## src/rtl/storage_pipeline_bank.sv

```systemverilog
// Parametrised WIDTH x DEPTH register pipeline with per-stage valid tags,
// occupancy count and hold / shift / fill / clear modes.
module storage_pipeline_bank #(
   parameter  int WIDTH = 8,
   parameter  int DEPTH = 4,
   localparam int CNT_W = $clog2(DEPTH + 1)
) (
   input  logic             clk,
   input  logic             reset,
   input  logic [1:0]       mode,
   input  logic [WIDTH-1:0] D,
   input  logic             D_valid,
   output logic [WIDTH-1:0] Q,
   output logic             Q_valid,
   output logic [WIDTH-1:0] Q_first,
   output logic [CNT_W-1:0] count,
   output logic             full,
   output logic             empty,
   output logic             changed
);

   typedef enum logic [1:0] {
      MODE_HOLD  = 2'b00,
      MODE_SHIFT = 2'b01,
      MODE_FILL  = 2'b10,
      MODE_CLEAR = 2'b11
   } mode_t;

   logic signed [WIDTH-1:0] stage [DEPTH];
   logic [DEPTH-1:0]        vld;
   logic [CNT_W-1:0]        cnt;
   logic                    chg;

   // Occupancy update clamped to 0..DEPTH so a malformed tag history can never wrap.
   function automatic logic [CNT_W-1:0] sat_count(input logic [CNT_W-1:0] c,
                                                   input logic add,
                                                   input logic sub);
      logic [CNT_W:0] t;
      t = {1'b0, c} + {{CNT_W{1'b0}}, add};
      if (t < {{CNT_W{1'b0}}, sub}) return '0;
      t = t - {{CNT_W{1'b0}}, sub};
      if (t > (CNT_W + 1)'(DEPTH)) return CNT_W'(DEPTH);
      return t[CNT_W-1:0];
   endfunction

   always_ff @(posedge clk) begin
      if (reset) begin
         for (int i = 0; i < DEPTH; i++) stage[i] <= '0;
         vld <= '0;
         cnt <= '0;
         chg <= 1'b0;
      end else begin
         case (mode_t'(mode))
            MODE_HOLD: begin
               chg <= 1'b0;
            end
            MODE_SHIFT: begin
               stage[0] <= D;
               for (int i = 1; i < DEPTH; i++) stage[i] <= stage[i-1];
               vld <= {vld[DEPTH-2:0], D_valid};
               cnt <= sat_count(cnt, D_valid, vld[DEPTH-1]);
               chg <= (stage[DEPTH-2] != stage[DEPTH-1]);
            end
            MODE_FILL: begin
               for (int i = 0; i < DEPTH; i++) stage[i] <= D;
               vld <= '1;
               cnt <= CNT_W'(DEPTH);
               chg <= (D != stage[DEPTH-1]);
            end
            MODE_CLEAR: begin
               // Data is left in place; only the tags and count are dropped.
               vld <= '0;
               cnt <= '0;
               chg <= 1'b0;
            end
            default: chg <= 1'b0;
         endcase
      end
   end

   assign Q       = stage[DEPTH-1];
   assign Q_valid = vld[DEPTH-1];
   assign Q_first = stage[0];
   assign count   = cnt;
   assign full    = (cnt == CNT_W'(DEPTH));
   assign empty   = (cnt == '0);
   assign changed = chg;

endmodule
```

## config.mk

```make
export PLATFORM = sky130hd
export DESIGN_NAME = storage_pipeline_bank
export DESIGN_NICKNAME = d
export VERILOG_FILES = /design/src/rtl/storage_pipeline_bank.sv
export SDC_FILE = /design/constraint.sdc
export NUM_CORES = 1
export LEC_CHECK = 0
export BUFFER_PORTS_ARGS = -buffer_cell sky130_fd_sc_hd__buf_2
export CAP_MARGIN = 15
export CORE_MARGIN = 1.5
export CORE_UTILIZATION = 40
export CTS_CLUSTER_SIZE = 16
export DETAILED_ROUTE_END_ITERATION = 16
export GPL_TIMING_DRIVEN = 0
export PLACE_DENSITY = 0.6
export SLEW_MARGIN = 10
export SYNTH_ARGS = -nofsm -noshare
export SYNTH_HDL_FRONTEND = slang
export SYNTH_SLANG_ARGS = --single-unit
export TNS_END_PERCENT = 10
```

## constraint.sdc

```tcl
create_clock -name clk -period 5.2 [get_ports clk]
set_input_delay 0.52 -clock clk [delete_from_list [all_inputs] [get_ports clk]]
set_output_delay 0.52 -clock clk [all_outputs]
set_load 0.05 [all_outputs]
```

==> out/metrics.yaml, run 1 <==
route.detailed.drc: 0
fin_tns_setup_ps: 0
dr_total_vias: 1502
cp_slowest_cell: "o311a_1"
port_buffers: 32
num_antenna_cells: 0
ant_nets: 0
seq_power_share_pct: 49.2
clockBufferDepth: 2
clk_latency_ps: 310
nets: 248
async_flop_share_pct: 0
layoutNonFillerInstCount: 299
crit_type: "reg2reg"
slew_violations: 0
synthTopCellsByArea: "edfxtp_1 (49%), dfxtp_1 (8.1%), a21oi_1 (7.6%)"
grt_use_total_pct: 18.4
worst-path-buf-inv: 1
synthFlopType: "edfxtp_1"
wire_per_inst_um: 15.2
p_int_mw: 0.558
postCtsHoldBufs: 0
dr.pass1.iters: 4
yosys.area.top_type: "edfxtp_1"
status: "finished, final reports clean"
timing.rr.start: "count[0]"
cp_max_fo: 7
crit_cells: 6
fin_skew_ps: 7.51
cts_setup_buffers: 0
synth.top_cell.area_share_pct: 48.7
drive_gt1_share_pct: 21.6
synth-seq-area-share_pct: 56.8
synth.distinct_cells: 28
fin_crit_ps: 2090
rr_worst_depth: 6
power_leakage_nw: 0.889
utilization_pct: 49.3
hold_viol_final: 0
initial_core_util_pct: 41.8
h-tree-depth: 2
clkPwrFrac_pct: 32.7
die_w_um: 73.3
synth_common_cells: "nand2_1 (34), edfxtp_1 (32), a21oi_1 (30), xnor2_1 (17), nor2_1 (13)"
p_switching_mw: 0.237
synth_seq_cells: 40
r2r_setup_slack_ps: 3110
cts.clk_slew.worst_paths_ps: 80
syn_area_per_cell_sq_um: 10.3
grt_overflow: 0
worstPathCellList: "ha_1 > ha_1 > inv_1 > ha_1 > o311a_1 > o41ai_1"
synth-edff-count: 32
worst_ep_arrival_time_ps: 2290
r2r_end: "count[1]"
relSlewSlack_pct: 57.1
root_buffer: "clkbuf_8"
finalSetupViolCount: 0
clock_sinks: 40
die_y_um: 73.3
synth_fp_nets: 209
hold_class: "in2reg"
syn_area_sq_um: 1970
cpMostUsedCell: "ha_1"
ctsResizeCount: 0
syn_inst: 192
drt_iter0_drc: 80
p_sw_share_pct: 29.8
core_sq_um: 4720
grt_setup_unrepaired: "no"
antenna_found_initial: 0
yosys_warnings: 0
grt_start_max_net_pins: 14
worst_pin_slew_ps: 641
critPathCapture: "count[1]"
cp-startpoint: "count[0]"
ir_drop_uv: 139
grt_pass1_wl_mm: 7.14
nFillCells: 443
pwr-share-comb_pct: 18.2
crit_family: "adder cells"
critPathMaxStageDelay_ps: 400
num_io_pins: 36
gp_congestion: 0.769
crit_path_start_kind: "flip-flop"
routed_wl_mm: 4.54
dpl.hpwl_mm: 3.11
period_share_pct: 40.2
fmax_mhz: 478
via_per_inst: 5.02
areaGrowthSynthToFinish_pct: 18.0
grt_pass1_vias: 1398
dieArea_sq_um: 5370
crit_required_ps: 5400
power.density_nw_per_um2: 341
cts_buffers: 5
fp-row-count: 25
drv_cap: 0
tritoncts: "done"
yosysMostFrequentCell: "nand2_1"
placed_cells: 291
setup.worst_path.end_class: "flip-flop"
## placed cells by master (no fill, tap or decap), types with 2 or more instances in the layout
| master | n |
|---|---|
| a211oi_1 | 2 |
| a21oi_1 | 30 |
| and2_1 | 8 |
| buf_2 | 38 |
| clkbuf_1 | 4 |
| clkbuf_8 | 5 |
| dfxtp_1 | 8 |
| edfxtp_1 | 32 |
| ha_1 | 4 |
| inv_1 | 3 |
| nand2_1 | 34 |
| nand2b_1 | 2 |
| nand4_1 | 4 |
| nor2_1 | 13 |
| nor2b_1 | 2 |
| nor3_1 | 5 |
| nor3b_1 | 2 |
| o21ai_0 | 2 |
| o41ai_1 | 2 |
| or3_1 | 4 |
| xnor2_1 | 17 |
## power by group through the flow
stage / Clock (mW) / Combinational (mW) / Sequential, mW
2_1_floorplan: 0 / 0.0615 / 0.442
3_3_place_gp: 0 / 0.144 / 0.398
3_5_place_dp: 0 / 0.145 / 0.398
4_1_cts: 0.265 / 0.145 / 0.391
5_1_grt: 0.275 / 0.155 / 0.395
6_report: 0.260 / 0.145 / 0.391
## kinds of logic after synthesis
family,synth area share [%]
and+or+nand+nor,18.6
DFF,56.8
AOI/OAI and AO/OA,11.5
buffers and inverters,3.10
adders and majority gates,2.53
xor gates and xnor gates,7.54
## final cells by class
class | instances | area, sq um | area share (%)
buffer | 11 | 50.0 | 2.15
clock buffer | 5 | 68.8 | 2.95
clock inverter | 3 | 42.5 | 1.83
inverter | 3 | 11.3 | 0.483
multi-input combinational | 138 | 792 | 34.0
sequential | 40 | 1120 | 48.1
tap | 67 | 83.8 | 3.60
timing repair buffer | 32 | 160 | 6.87
## metal layers
layer	GRT usage [%]	wire, um	vias up
li1	-	-	751
met1	25.5	2250	703
met2	26.5	2000	40
met3	4.80	183	8
met4	9.22	116	0
met5	0	0	-
## registers in the layout (all words and copies together), names as in the netlist
| signal | flops |
|---|---|
| vld | 4 |
| changed | 1 |
| stage | 32 |
| count | 3 |
## through the flow
stage / area [sq um] / setup slack, ps / total power, mW / hold WS (ps)
after CTS: 2330 / 3120 / 0.801 / 481
after global placement: 2220 / 2850 / 0.542 / 476
after floorplan: 1970 / 2740 / 0.504 / 455
final: 2330 / 3110 / 0.795 / 491
after detailed placement: 2220 / 2870 / 0.543 / 485
after global routing: 2330 / 3000 / 0.824 / 535
## worst min-delay path, stage by stage
cell and delay, ps:
buf_2 110, nand2b_1 60, a211oi_1 60
## worst min-delay path by stage
stage	endpoint	cells after the start	slack [ps]	startpoint
final	vld[0]	3	490	D_valid
after global routing	vld[0]	3	530	D_valid
after CTS	vld[0]	3	480	D_valid
after detailed placement	vld[2]	2	490	vld[1]
after global placement	vld[1]	2	480	vld[0]
after floorplan	vld[3]	2	460	vld[2]
Note: power is estimated with default switching activity, not from simulation.
==> run 2, diff against run 1 <==
--- a/config.mk
+++ b/config.mk
@@ -5,6 +5,7 @@
 export SDC_FILE = /design/constraint.sdc
 export NUM_CORES = 1
 export LEC_CHECK = 0
+export ABC_AREA = 1
 export BUFFER_PORTS_ARGS = -buffer_cell sky130_fd_sc_hd__buf_2
 export CAP_MARGIN = 15
 export CORE_MARGIN = 1.5
@@ -12,7 +13,7 @@
 export CTS_CLUSTER_SIZE = 16
 export DETAILED_ROUTE_END_ITERATION = 16
 export GPL_TIMING_DRIVEN = 0
-export PLACE_DENSITY = 0.6
+export PLACE_DENSITY = 0.62
 export SLEW_MARGIN = 10
 export SYNTH_ARGS = -nofsm -noshare
 export SYNTH_HDL_FRONTEND = slang
==> constraint.sdc (replaced) <==
create_clock -name clk -period 1.8 [get_ports clk]
set_input_delay 0.18 -clock clk [delete_from_list [all_inputs] [get_ports clk]]
set_output_delay 0.18 -clock clk [all_outputs]
set_load 0.05 [all_outputs]
==> out/metrics.yaml, run 2 <==
status: "finished, final reports clean"
syn_area_sq_um: 2070
final_cell_mix: "nand2_1 (88), buf_2 (35), edfxtp_1 (32), inv_1 (24), nor2_1 (12)"
slew_violations: 0
grt_pass1_vias: 1424
period_share_pct: 92.9
drv_cap: 0
cp_max_fo: 5
setup.worst_path.end_class: "flip-flop"
fin_crit_ps: 1670
route.detailed.drc: 0
dr_total_vias: 1590
dpl.hpwl_mm: 3.10
power.density_nw_per_um2: 952
wl_met1_mm: 1.94
grt_start_max_net_pins: 13
crit_required_ps: 2020
min-delay-start: "reset"
hold_depth: 2
wire_per_inst_um: 12.3
worst_ep_arrival_time_ps: 1900
synth.distinct_cells: 25
synth.top_cell.area_share_pct: 46.4
clkPwrFrac_pct: 33.9
tritoncts: "done"
h-tree-depth: 2
r2r_setup_slack_ps: 130
grt_overflow: 0
dpl_worst_slack_ps: 42.4
worst_pin_slew_ps: 259
num_io_pins: 36
regArea_sq_um: 1120
yosys_warnings: 0
async_flop_share_pct: 0
synthTopCellsByArea: "edfxtp_1 (46%), nand2_1 (16%), dfxtp_1 (7.7%)"
die_y_um: 75.0
crit_type: "reg2reg"
core_sq_um: 5040
hold_class: "in2reg"
relSlewSlack_pct: 82.7
p_switching_mw: 0.682
fmax_mhz: 598
finalSetupViolCount: 0
port_buffers: 34
areaGrowthSynthToFinish_pct: 20.3
top_layer_used: "met4"
drive_gt1_share_pct: 27.3
p_int_mw: 1.69
grt_setup_unrepaired: "no"
hold_viol_final: 0
gp_congestion: 0.756
ant_nets: 0
clk_latency_ps: 290
dr.pass1.iters: 4
finish.instance_area_sq_um: 2490
synth-seq-area-share_pct: 54.1
dieArea_sq_um: 5620
yosys.area.top_type: "edfxtp_1"
seq_power_share_pct: 47.4
multi_input_area_sq_um: 825
r2r_end: "count[1]"
synthFlopType: "edfxtp_1"
initial_core_util_pct: 41.1
timing.rr.start: "count[0]"
rr_worst_depth: 10
cts.clk_slew.worst_paths_ps: 80
via_per_inst: 4.57
crit_family: "simple AND/OR/NAND/NOR gates"
synth_fp_nets: 252
routed_wl_mm: 4.27
syn_inst: 235
root_buffer: "clkbuf_8"
setup_slack_ps: 128
synth_seq_cells: 40
cts_buffers: 5
crit_path_start_kind: "flip-flop"
drt_iter0_drc: 87
min_to: "count[0]"
synth-edff-count: 32
yosysMostFrequentCell: "nand2_1"
syn_area_per_cell_sq_um: 8.82
worstPathCellList: "ha_2 > ha_1 > buf_4 > nor2_1 > nand3_1 > nand2_1 > nand2_1 > nor2_2 > nand2_1 > a21oi_2"
final_common_cell: "nand2_1"
nFillCells: 476
dr_wl_met2_mm: 2.09
synth_common_cells: "nand2_1 (88), edfxtp_1 (32), inv_1 (24), nor2_1 (13), nand3_1 (11)"
fp-row-count: 26
grt_pass1_wl_mm: 6.65
num_antenna_cells: 0
regMostFlops: "stage"
worst-path-buf-inv: 1
layoutNonFillerInstCount: 348
cpMostUsedCell: "nand2_1"
fin_skew_ps: 3.93
grt_use_total_pct: 16.4
pwr-share-comb_pct: 18.7
p_sw_share_pct: 28.7
clockBufferDepth: 2
postPlaceCellArea_sq_um: 2330
cp_slowest_cell: "dfxtp_4"
placed_cells: 339
largest_reg_flops: 32
clock_sinks: 40
power_leakage_nw: 1.19
antenna_found_initial: 0
whs_ps: 155
die_w_um: 75.0
wl_met3_um: 213
critPathMaxStageDelay_ps: 360
nets: 294
ir_drop_uv: 515
==> run 2: cell count changes in the layout (fill, tap and decap cells not counted), moves of 7 or more <==
cell,before,now
nand2_1,34,88
nor2_4,0,7
inv_1,3,24
inv_2,0,7
nand3_1,1,11
a21oi_1,30,5
and2_1,8,0
xnor2_1,17,6
==> run 2: worst max path at each step <==
stage	cells past startpoint	endpoint	slack [ps]	from
after floorplan	10	count[1]	-120	count[0]
after global placement	11	count[1]	80	count[0]
after detailed placement	11	count[1]	40	count[0]
after CTS	11	count[1]	20	count[0]
after global routing	10	count[1]	0.5	count[0]
final	10	count[1]	130	count[0]
==> run 2: final cells by class <==
class | count | area share, %
clock inverter | 1 | 1.20
tap | 70 | 3.51
clock buffer | 7 | 3.87
sequential | 40 | 45.1
timing repair buffer | 35 | 7.13
inverter | 31 | 4.67
multi-input combinational | 160 | 33.1
buffer | 4 | 1.41
==> run 2: power by group through the flow <==
stage / Sequential, mW / Combinational, mW / Clock (mW)
6_report: 1.13 / 0.443 / 0.804
5_1_grt: 1.14 / 0.482 / 0.860
4_1_cts: 1.13 / 0.442 / 0.822
3_5_place_dp: 1.15 / 0.441 / 0
3_3_place_gp: 1.15 / 0.437 / 0
2_1_floorplan: 1.28 / 0.193 / 0
==> run 2: timing repair <==
action,CTS,global route
resized for setup,0,7
setup endpoints to repair,0,2
buffers inserted,0,1
hold buffers,0,0
==> run 2: layer usage <==
metal,vias to the layer above,global-route usage (%)
li1,835,-
met1,721,21.2
met2,32,26.9
met3,2,4.69
met4,0,4.24
met5,-,0
==> run 2: cell families after synthesis <==
| logic type | count (synthesis) | share of synthesized area, % |
|---|---|---|
| fa+ha+maj | 4 | 2.42 |
| xor+xnor | 7 | 2.96 |
| compound gates | 15 | 3.99 |
| buf+inv | 35 | 7.31 |
| flops | 40 | 54.1 |
| simple gates | 134 | 29.2 |
==> run 2: metrics by stage <==
stage / utilization, % / TNS, ps / power, mW
after floorplan: - / -327 / 1.47
after global placement: 46.3 / 0 / 1.58
after detailed placement: 46.3 / 0 / 1.59
after CTS: 48.8 / 0 / 2.39
after global routing: 49.4 / 0 / 2.48
final: 49.4 / 0 / 2.37
==> run 3, diff against run 2 <==
--- a/config.mk
+++ b/config.mk
@@ -9,11 +9,11 @@
 export BUFFER_PORTS_ARGS = -buffer_cell sky130_fd_sc_hd__buf_2
 export CAP_MARGIN = 15
 export CORE_MARGIN = 1.5
-export CORE_UTILIZATION = 40
+export CORE_UTILIZATION = 46
 export CTS_CLUSTER_SIZE = 16
 export DETAILED_ROUTE_END_ITERATION = 16
 export GPL_TIMING_DRIVEN = 0
-export PLACE_DENSITY = 0.62
+export PLACE_DENSITY = 0.7
 export SLEW_MARGIN = 10
 export SYNTH_ARGS = -nofsm -noshare
 export SYNTH_HDL_FRONTEND = slang
==> out/metrics.yaml, run 3 (synthesized netlist as in run 2, its figures left out) <==
status: "finished, final reports clean"
dr.pass1.iters: 4
grt_start_max_net_pins: 13
crit_type: "reg2reg"
nets: 293
fp-row-count: 24
whs_ps: 148
grt_most_used_layer: "met2"
relSlewSlack_pct: 81.8
antenna_found_initial: 0
postPlaceCellArea_sq_um: 2310
crit_family: "adder cells"
cts.clk_slew.worst_paths_ps: 80
fin_skew_ps: 7.39
areaGrowthSynthToFinish_pct: 17.8
worst_ep_arrival_time_ps: 1920
period_share_pct: 94.5
finish.instance_area_sq_um: 2440
dr_total_vias: 1580
timing.rr.start: "count[0]"
h-tree-depth: 2
die_y_um: 70.1
postCtsHoldBufs: 0
ir_drop_uv: 895
drv_cap: 0
grt_use_total_pct: 18.1
clock_sinks: 40
utilization_pct: 56.1
slew_violations: 0
root_buffer: "clkbuf_8"
worstPathCellList: "ha_2 > ha_1 > inv_1 > ha_4 > inv_1 > nand3_1 > nand2_1 > nor2_1 > nor2_1 > nand2_1 > a21oi_2"
gp_congestion: 0.795
critPathMaxStageDelay_ps: 370
grt_use_met2_pct: 30.4
cp-startpoint: "count[0]"
met1_usage_pct: 23.2
final_common_cell: "nand2_1"
regMostFlops: "stage"
power_leakage_nw: 1.18
final_cell_mix: "nand2_1 (88), buf_2 (35), edfxtp_1 (32), inv_1 (24), nor2_1 (13)"
dieArea_sq_um: 4920
wire_per_inst_um: 12.7
use_met3_pct: 4.91
hold_viol_final: 0
fmax_mhz: 588
core_sq_um: 4350
port_buffers: 34
finalSetupViolCount: 0
initial_core_util_pct: 47.6
routed_wl_mm: 4.18
worst-path-buf-inv: 2
fin_crit_ps: 1700
setup.worst_path.end_class: "flip-flop"
clockBufferDepth: 2
num_antenna_cells: 0
dpl.hpwl_mm: 3.09
grt_pass1_vias: 1452
via_per_inst: 4.80
grt_pass1_wl_mm: 6.73
drive_gt1_share_pct: 26.4
total_power_mw: 2.28
largest_reg_flops: 32
crit_path_start_kind: "flip-flop"
clk_latency_ps: 290
route.detailed.drc: 0
tritoncts: "done"
cp_slowest_cell: "dfxtp_4"
min-delay-start: "reset"
ctsResizeCount: 0
drt_iter0_drc: 78
num_io_pins: 36
cp_max_fo: 5
hold_class: "in2reg"
die_w_um: 70.1
crit_required_ps: 2020
grt_overflow: 0
worst_pin_slew_ps: 272
cts_buffers: 5
cts_setup_buffers: 0
grt_setup_unrepaired: "no"
ant_nets: 0
power.density_nw_per_um2: 935
fin_tns_setup_ps: 0
==> run 3: changes by cell type in the layout (fill, tap and decap cells not counted) <==
cell	delta
buf_4	-1
clkbuf_1	+1
clkbuf_8	-2
clkinv_2	+1
nor2_1	+1
nor2_2	-1
==> run 3: final timing paths <==
kind              endpoint  slack [ps]  cells after the start
setup reg to reg  count[0]         100                     11
setup / recovery  count[0]         100                     11
hold / removal    count[0]         150                      2
hold reg to reg     vld[3]         460                      2
==> run 3: report_power, final <==
group	total (mW)	switching, mW	internal, mW
Sequential	1.13	0.0448	1.08
Combinational	0.440	0.321	0.119
Clock	0.716	0.305	0.412
Total	2.28	0.671	1.61
==> run 3: area by class of cell <==
cell class                 instances  area (sq um)
fill                             396          1910
sequential                        40          1120
multi-input combinational        160           822
timing repair buffer              34           170
inverter                          31           116
clock buffer                       6          72.6
tap                               52          65.1
clock inverter                     2          35.0
buffer                             4          35.0
==> run 3: per-stage QoR <==
stage | std cells | worst slack (ps)
floorplan | 235 | -118
global placement | 321 | 81.7
detailed placement | 321 | 51.8
CTS | 329 | 33.6
global route | 329 | 3.22
finish | 329 | 99.8
==> run 3: routing by layer <==
layer | up-vias | share of wire (%)
li1 | 830 | -
met1 | 712 | 45
met2 | 36 | 49
met3 | 2 | 4.9
met4 | 0 | 0.60
met5 | - | 0
